`src/rtl/edge_pkg.sv`:
```
// Shared constants, field positions and FSM encoding for the edge prefetcher.
// Optional build macro used by edge_prefetch: EDGE_SELF_LOOP_DROP_EN.
package edge_pkg;

    localparam int EDGE_W     = 24;
    localparam int ADDR_W     = 5;
    localparam int FIFO_DEPTH = 8;

    localparam int SRC_MSB = 23;
    localparam int SRC_LSB = 12;
    localparam int DST_MSB = 11;
    localparam int DST_LSB = 0;

    typedef enum logic [1:0] {
        IDLE,
        FETCH,
        WAIT
    } state_e;

    function automatic logic is_self_loop(input logic [EDGE_W-1:0] word);
        return word[SRC_MSB:SRC_LSB] == word[DST_MSB:DST_LSB];
    endfunction

endpackage

```
`src/rtl/edge_fifo.sv`:
```
// First-word-fall-through FIFO: the head entry is always visible on data_out,
// empty and level are registered.
module edge_fifo #(
    parameter int WIDTH = 24,
    parameter int DEPTH = 8
) (
    input  logic                       clk,
    input  logic                       rst,
    input  logic                       push,
    input  logic                       pop,
    input  logic [WIDTH-1:0]           data_in,
    output logic [WIDTH-1:0]           data_out,
    output logic                       empty,
    output logic [$clog2(DEPTH):0]     level
);
    localparam int PTR_W = $clog2(DEPTH);
    localparam int LVL_W = PTR_W + 1;

    logic [WIDTH-1:0] mem_q [DEPTH];
    logic [PTR_W-1:0] wr_ptr_q;
    logic [PTR_W-1:0] rd_ptr_q;
    logic [LVL_W-1:0] level_q;
    logic [LVL_W-1:0] level_d;
    logic             empty_q;
    logic             pop_ok;

    // A pop against an empty FIFO is ignored rather than underflowing.
    assign pop_ok  = pop && !empty_q;
    assign level_d = level_q + LVL_W'(push) - LVL_W'(pop_ok);

    always_ff @(posedge clk or negedge rst) begin
        if (!rst) begin
            for (int i = 0; i < DEPTH; i++) begin
                mem_q[i] <= '0;
            end
            wr_ptr_q <= '0;
            rd_ptr_q <= '0;
            level_q  <= '0;
            empty_q  <= 1'b1;
        end else begin
            if (push) begin
                mem_q[wr_ptr_q] <= data_in;
                wr_ptr_q        <= wr_ptr_q + 1'b1;
            end
            if (pop_ok) begin
                rd_ptr_q <= rd_ptr_q + 1'b1;
            end
            level_q <= level_d;
            empty_q <= (level_d == '0);
        end
    end

    assign data_out = mem_q[rd_ptr_q];
    assign empty    = empty_q;
    assign level    = level_q;

endmodule

```
`src/rtl/edge_prefetch.sv`:
```
// Streams a contiguous edge-table range into the prefetch FIFO with credit-based issue.
// Define EDGE_SELF_LOOP_DROP_EN to discard returned edges whose src equals dst.
module edge_prefetch #(
    parameter int EDGE_W     = edge_pkg::EDGE_W,
    parameter int ADDR_W     = edge_pkg::ADDR_W,
    parameter int FIFO_DEPTH = edge_pkg::FIFO_DEPTH
) (
    input  logic                          clk,
    input  logic                          rst,
    input  logic                          start,
    input  logic [ADDR_W-1:0]             base_addr,
    input  logic [ADDR_W:0]               num_edges,
    output logic                          busy,
    output logic                          done,
    output logic                          ram_en,
    output logic [ADDR_W-1:0]             ram_addr,
    input  logic [EDGE_W-1:0]             ram_rdata,
    output logic [EDGE_W-1:0]             edge_data,
    output logic                          edge_empty,
    input  logic                          edge_pop,
    output logic [$clog2(FIFO_DEPTH):0]   edge_level
);
    import edge_pkg::*;

    localparam int LVL_W = $clog2(FIFO_DEPTH) + 1;

    state_e              state_q;
    logic [ADDR_W-1:0]   addr_q;
    logic [ADDR_W:0]     remaining_q;
    logic                rvalid_q;
    logic                busy_q;
    logic                done_q;
    logic                issue;
    logic                push;
    logic [LVL_W-1:0]    level;

    // The single outstanding read is counted as occupied so a push can never overflow.
    assign issue = (state_q == FETCH) && (remaining_q != '0) &&
                   ((level + LVL_W'(rvalid_q)) < LVL_W'(FIFO_DEPTH));

`ifdef EDGE_SELF_LOOP_DROP_EN
    assign push = rvalid_q && !is_self_loop(ram_rdata);
`else
    assign push = rvalid_q;
`endif

    always_ff @(posedge clk or negedge rst) begin
        if (!rst) begin
            state_q     <= IDLE;
            addr_q      <= '0;
            remaining_q <= '0;
            rvalid_q    <= 1'b0;
            busy_q      <= 1'b0;
            done_q      <= 1'b0;
        end else begin
            rvalid_q <= issue;
            done_q   <= 1'b0;
            case (state_q)
                FETCH: begin
                    if (issue) begin
                        addr_q      <= addr_q + 1'b1;
                        remaining_q <= remaining_q - 1'b1;
                        // done lands on the cycle this last read returns
                        if (remaining_q == (ADDR_W+1)'(1)) begin
                            state_q <= WAIT;
                            busy_q  <= 1'b0;
                            done_q  <= 1'b1;
                        end
                    end
                end
                default: begin
                    // WAIT lasts one cycle; busy is already low, so a new start is taken here too
                    if (state_q == WAIT && rvalid_q) begin
                        state_q <= IDLE;
                    end
                    if (start) begin
                        if (num_edges == '0) begin
                            done_q <= 1'b1;
                        end else begin
                            state_q     <= FETCH;
                            addr_q      <= base_addr;
                            remaining_q <= num_edges;
                            busy_q      <= 1'b1;
                        end
                    end
                end
            endcase
        end
    end

    edge_fifo #(
        .WIDTH (EDGE_W),
        .DEPTH (FIFO_DEPTH)
    ) u_fifo (
        .clk      (clk),
        .rst      (rst),
        .push     (push),
        .pop      (edge_pop),
        .data_in  (ram_rdata),
        .data_out (edge_data),
        .empty    (edge_empty),
        .level    (level)
    );

    assign ram_en     = issue;
    assign ram_addr   = addr_q;
    assign busy       = busy_q;
    assign done       = done_q;
    assign edge_level = level;

endmodule
```
`config.mk`:
```
export PLATFORM = sky130hd
export DESIGN_NAME = edge_prefetch
export DESIGN_NICKNAME = d
export VERILOG_FILES = /design/src/rtl/edge_pkg.sv /design/src/rtl/edge_fifo.sv /design/src/rtl/edge_prefetch.sv
export SDC_FILE = /design/constraint.sdc
export NUM_CORES = 1
export LEC_CHECK = 0
export ABC_AREA = 1
export BUFFER_PORTS_ARGS = -buffer_cell sky130_fd_sc_hd__buf_2
export CORE_UTILIZATION = 50
export CTS_BUF_LIST = sky130_fd_sc_hd__clkbuf_4 sky130_fd_sc_hd__clkbuf_8 sky130_fd_sc_hd__clkbuf_16
export DETAILED_ROUTE_END_ITERATION = 8
export PLACE_DENSITY = 0.68
export SKIP_LAST_GASP = 1
export SLEW_MARGIN = 20
export SYNTH_ARGS = -nofsm -noshare
export SYNTH_HDL_FRONTEND = slang
export SYNTH_SLANG_ARGS = --single-unit
export TNS_END_PERCENT = 50
```
`constraint.sdc`:
```
create_clock -name clk -period 1.9 [get_ports clk]
set_input_delay 0.285 -clock clk [delete_from_list [all_inputs] [get_ports clk]]
set_output_delay 0.285 -clock clk [all_outputs]
set_load 0.03 [all_outputs]
```
==> impl_results.rst <==
.. list-table::
   :header-rows: 1

   * - Metric
     - Value
   * - Fraction of the core area covered by cells at the end of the flow
     - 60.0%
   * - Path type of the worst min-delay path
     - in2reg
   * - Power Total
     - 25.2 mW
   * - GRT Residual Overflow
     - 0
   * - Number of buffers added by the clock tree synthesis step
     - 24
   * - Post-DRT Antenna Nets
     - 0
   * - TritonCTS clock tree
     - built
   * - Starting utilization of the core area
     - between 50% and 60%
   * - Number of vias after detailed routing
     - 8465
   * - Core Rows
     - 52
   * - Number of nets at the end of the flow
     - ~1400
   * - Diode insertion count for antenna repair
     - 0
   * - Proportion of synthesized area in mux cells
     - less than 1%
   * - Simple-gate share of the synthesized area
     - about 20%
   * - Library cells used by synthesis
     - 31
   * - Proportion of synthesized chip area in sequential cells
     - about 53%
   * - Relative area change from synthesis to final layout
     - 17.5%
   * - Sink count of the clock tree
     - approximately 220
   * - Share of final-layout standard cells stronger than drive strength 1
     - around 16%
   * - Final hold slack
     - approximately 40 ps
   * - Vertical extent of the die
     - 146 um
   * - Number of pins with negative max-slew slack in the final report
     - 0
   * - Clock period minus worst slack
     - 2350 ps
   * - Top post-synthesis cells by area
     - sky130_fd_sc_hd__dfrtp_1 53%, sky130_fd_sc_hd__nand2_1 11%, sky130_fd_sc_hd__o21ai_0 11%, sky130_fd_sc_hd__nor2_1 6.7%, sky130_fd_sc_hd__o21ai_1 3.5%
   * - Int Pwr
     - 14.6 mW
   * - Count of warnings emitted by yosys
     - 0
   * - Count of input and output buffers
     - 75
   * - Clock Power Share
     - 20.0%
   * - Most area-hungry cell type in the Yosys netlist
     - sky130_fd_sc_hd__dfrtp_1
   * - Combinational family with the most area after synthesis
     - simple AND/OR/NAND/NOR gates
   * - Post-route fraction of the period consumed by the critical path
     - 123%
   * - Fin worst setup slack
     - -446 ps
   * - Detailed-routing iteration count for the pre-antenna-repair pass
     - 5
   * - DP Area
     - 11000 um2
   * - RSZ-0062 raised after global routing
     - yes
   * - Switching power as a share of total power
     - 42.2%
   * - VDD IR max
     - between 0.001 and 0.0015 V
   * - Total negative slack for setup checks
     - -10010 ps
   * - Area of the mapped netlist
     - 10300 um2
   * - Slew Limit Headroom
     - between 60% and 70%
   * - Final Cell Area
     - about 12000 um2
   * - Worst-case clock buffer depth
     - 3
   * - Synth Instances
     - between 1000 and 1500
   * - Logic pwr share
     - a little under half
   * - Worst skew pair latency
     - about 530 ps
   * - Post-synthesis register bit count
     - 219
   * - Vias per std cell
     - 5.29
   * - Final setup viols
     - 25
   * - Data required time at the worst endpoint
     - approximately 1600 ps
   * - Vias in the first global route
     - 7939
   * - Placed insts
     - 1546
   * - Width of the chip
     - 146 um
   * - Worst-Margin Slew
     - ~480 ps
   * - Max frequency
     - approximately 430 MHz
   * - Aggregate global-route resource usage
     - about a quarter
   * - Net count of the mapped netlist
     - approximately 1300
   * - Sort of element at the start of the critical path
     - flop
   * - Full die area
     - 21200 um2
   * - Post-synth top area share
     - 52.8%
   * - Violations in the final reports
     - setup timing
   * - CTS clock-pin slew for the worst setup and hold paths
     - approximately 60 ps
   * - Core Region
     - 20200 um2
   * - Final std cells w/o fill
     - between 1500 and 2000
   * - Gpl congestion
     - about 0.8
   * - Crit Path Max Fanout
     - 13
   * - Post-synthesis adder-cell area fraction
     - 1.21%
   * - Routed length per instance
     - approximately 16 um
   * - Final Hold Vio Count
     - 0
   * - Xor/xnor cell area share of the yosys netlist
     - less than 1%
   * - Cell area power density
     - 2080 nW/um2
   * - Highest-delay cell along the critical path
     - sky130_fd_sc_hd__dfrtp_4
   * - Synth Area per Inst
     - roughly 8.3 um2
   * - Max Cap Violations
     - 0
   * - Critical path capture point type
     - output port
   * - DRC marker count from the first detailed-route iteration
     - ~710
   * - Pin count of the biggest net entering global routing
     - 66
   * - Outcome
     - finished, violations left
   * - Clock root buffer
     - sky130_fd_sc_hd__clkbuf_16
   * - Total DRC errors in the routed layout
     - 0
   * - Clock H-tree levels
     - 1
   * - Class of the most critical setup path
     - reg2out
   * - HPWL Detailed
     - ~14000 um
   * - I/O pins
     - 76
   * - Drt total wl
     - 25900 um
   * - Global-route wire length before repair
     - about 41000 um
   * - Worst clock skew
     - 29.6 ps
   * - Synth Area in Compound Gates
     - about 18%
   * - Net switching power figure
     - between 10 and 15 mW
   * - Crit path DAT
     - between 2000 and 2500 ps
   * - Leakage
     - between 5 and 6 nW
   * - Initial antenna violation count
     - 0
   * - CP peak stage delay
     - approximately 590 ps
   * - Dpl ws
     - between 200 and 250 ps
   * - CP Cell Sequence
     - buf_12, clkbuf_16, nor2_1, nor2_1, o21ai_0, o21ai_1, nand2_1, nand2_1, buf_2
   * - Proportion of power drawn by flip-flops and latches
     - roughly a third
==> sequential cells by signal (all words and copies together), names as in the netlist <==
signal / count
u_fifo.mem_q: 192
busy: 1
u_fifo.rd_ptr_q: 3
u_fifo.empty: 1
push: 1
done: 1
u_fifo.wr_ptr_q: 3
state_q: 2
u_fifo.level: 4
remaining_q: 6
ram_addr: 5
==> cell families after synthesis <==
| family | count (synthesis) |
|---|---|
| buffers and inverters | 131 |
| xor gates and xnor gates | 7 |
| and+or+nand+nor | 530 |
| AOI/OAI and AO/OA | 347 |
| adders and majority gates | 10 |
| muxes | 1 |
| DFF | 219 |
==> critical path, delay by kind of cell, from the launching register on <==
kind / cells / cell delay (ps)
AND/OR/NAND/NOR: 4 / 270
flip-flops: 1 / 590
AO/OA/AOI/OAI: 2 / 150
buffers and inverters: 3 / 510
==> routing by layer <==
layer	wire length [um]	global-route usage, %	share of wire (%)	up-vias
met1	11900	33.6	46	4017
met2	12300	39.4	47	229
met5	0	0	0	-
met4	409	4.84	1.6	0
met3	1290	3.23	5.0	27
li1	-	-	-	4192
==> worst paths after layout <==
kind | depth (start not counted) | endpoint | start | slack (ps)
hold reg to reg | 2 | u_fifo.mem_q[147]$_DFFE_PN0P_ | u_fifo.mem_q[147]$_DFFE_PN0P_ | 480
hold / removal | 5 | ram_addr[3]$_DFFE_PN0P_ | base_addr[3] | 40
setup / recovery | 9 | edge_data[1] | u_fifo.rd_ptr_q[0]$_DFFE_PN0N_ | -450
setup reg to reg | 8 | remaining_q[5]$_DFFE_PN0P_ | push$_DFF_PN0_ | 190
min in group asynchronous | 2 | u_fifo.mem_q[167]$_DFFE_PN0P_ | rst | 290
max in group asynchronous | 3 | u_fifo.empty$_DFF_PN1_ | rst | 900
==> synthesized netlist by cell type <==
cell type and instances:
sky130_fd_sc_hd__a21oi_1 25, sky130_fd_sc_hd__a22oi_1 1, sky130_fd_sc_hd__buf_1 1, sky130_fd_sc_hd__buf_2 14, sky130_fd_sc_hd__buf_4 9, sky130_fd_sc_hd__buf_6 27
sky130_fd_sc_hd__clkbuf_1 31, sky130_fd_sc_hd__clkinv_1 1, sky130_fd_sc_hd__dfrtp_1 218, sky130_fd_sc_hd__dfstp_2 1, sky130_fd_sc_hd__ha_1 10, sky130_fd_sc_hd__inv_1 43
sky130_fd_sc_hd__inv_2 5, sky130_fd_sc_hd__mux2_2 1, sky130_fd_sc_hd__nand2_1 306, sky130_fd_sc_hd__nand2_2 5, sky130_fd_sc_hd__nand3_1 25, sky130_fd_sc_hd__nand3_2 1
sky130_fd_sc_hd__nand4_1 3, sky130_fd_sc_hd__nor2_1 184, sky130_fd_sc_hd__nor2_2 2, sky130_fd_sc_hd__nor2_4 2, sky130_fd_sc_hd__nor3_4 1, sky130_fd_sc_hd__o211ai_1 1
sky130_fd_sc_hd__o21ai_0 226, sky130_fd_sc_hd__o21ai_1 73, sky130_fd_sc_hd__o21ai_2 20, sky130_fd_sc_hd__o21bai_1 1, sky130_fd_sc_hd__or2_2 1, sky130_fd_sc_hd__xnor2_1 2
sky130_fd_sc_hd__xor2_1 5
==> final cells by class <==
class	count	area [um2]
clock buffers	27	642
multi-input cells	895	4130
fillers	1784	8100
flip-flops and latches	219	5490
inverters	49	191
repair buffers	124	1130
clock inverters	15	216
well taps	270	338
==> timing repair <==
item                                   CTS  global route
hold buffers                             1             0
buffers inserted                         0             2
pin swaps                                0             1
cloned                                   1             7
setup endpoints to repair               25            25
resized for setup                        3            54
endpoints found under the hold margin   51             0
==> layout by cell type, fill, tap and decap left out, types with 2 or more instances in the layout <==
master / Yosys / layout
sky130_fd_sc_hd__nand2_2: 5 / 8
sky130_fd_sc_hd__a21oi_1: 25 / 25
sky130_fd_sc_hd__nor2_4: 2 / 2
sky130_fd_sc_hd__ha_1: 10 / 10
sky130_fd_sc_hd__o21ai_0: 226 / 208
sky130_fd_sc_hd__nor2_2: 2 / 8
sky130_fd_sc_hd__buf_12: 0 / 17
sky130_fd_sc_hd__buf_4: 9 / 29
sky130_fd_sc_hd__inv_1: 43 / 43
sky130_fd_sc_hd__clkbuf_4: 0 / 8
sky130_fd_sc_hd__nand4_1: 3 / 3
sky130_fd_sc_hd__nor2_1: 184 / 178
sky130_fd_sc_hd__inv_2: 5 / 4
sky130_fd_sc_hd__o21ai_1: 73 / 90
sky130_fd_sc_hd__buf_6: 27 / 3
sky130_fd_sc_hd__buf_2: 14 / 58
sky130_fd_sc_hd__bufinv_16: 0 / 5
sky130_fd_sc_hd__clkinvlp_4: 0 / 2
sky130_fd_sc_hd__dfrtp_1: 218 / 216
sky130_fd_sc_hd__nand2_1: 306 / 303
sky130_fd_sc_hd__clkbuf_16: 0 / 29
sky130_fd_sc_hd__nand3_1: 25 / 25
sky130_fd_sc_hd__buf_8: 0 / 2
sky130_fd_sc_hd__o21ai_2: 20 / 21
sky130_fd_sc_hd__xnor2_1: 2 / 2
sky130_fd_sc_hd__clkinv_2: 0 / 7
sky130_fd_sc_hd__xor2_1: 5 / 5
sky130_fd_sc_hd__clkbuf_8: 0 / 3
==> power by group through the flow <==
stage	registers [mW]	logic [mW]	clock network (mW)
after detailed placement	8.37	10.7	0
after global routing	8.73	13.2	5.31
final	8.46	11.7	5.04
after CTS	8.34	10.9	5.12
after floorplan	8.24	7.99	0
after global placement	8.32	10.5	0
Power figures use the tool's default switching activity.
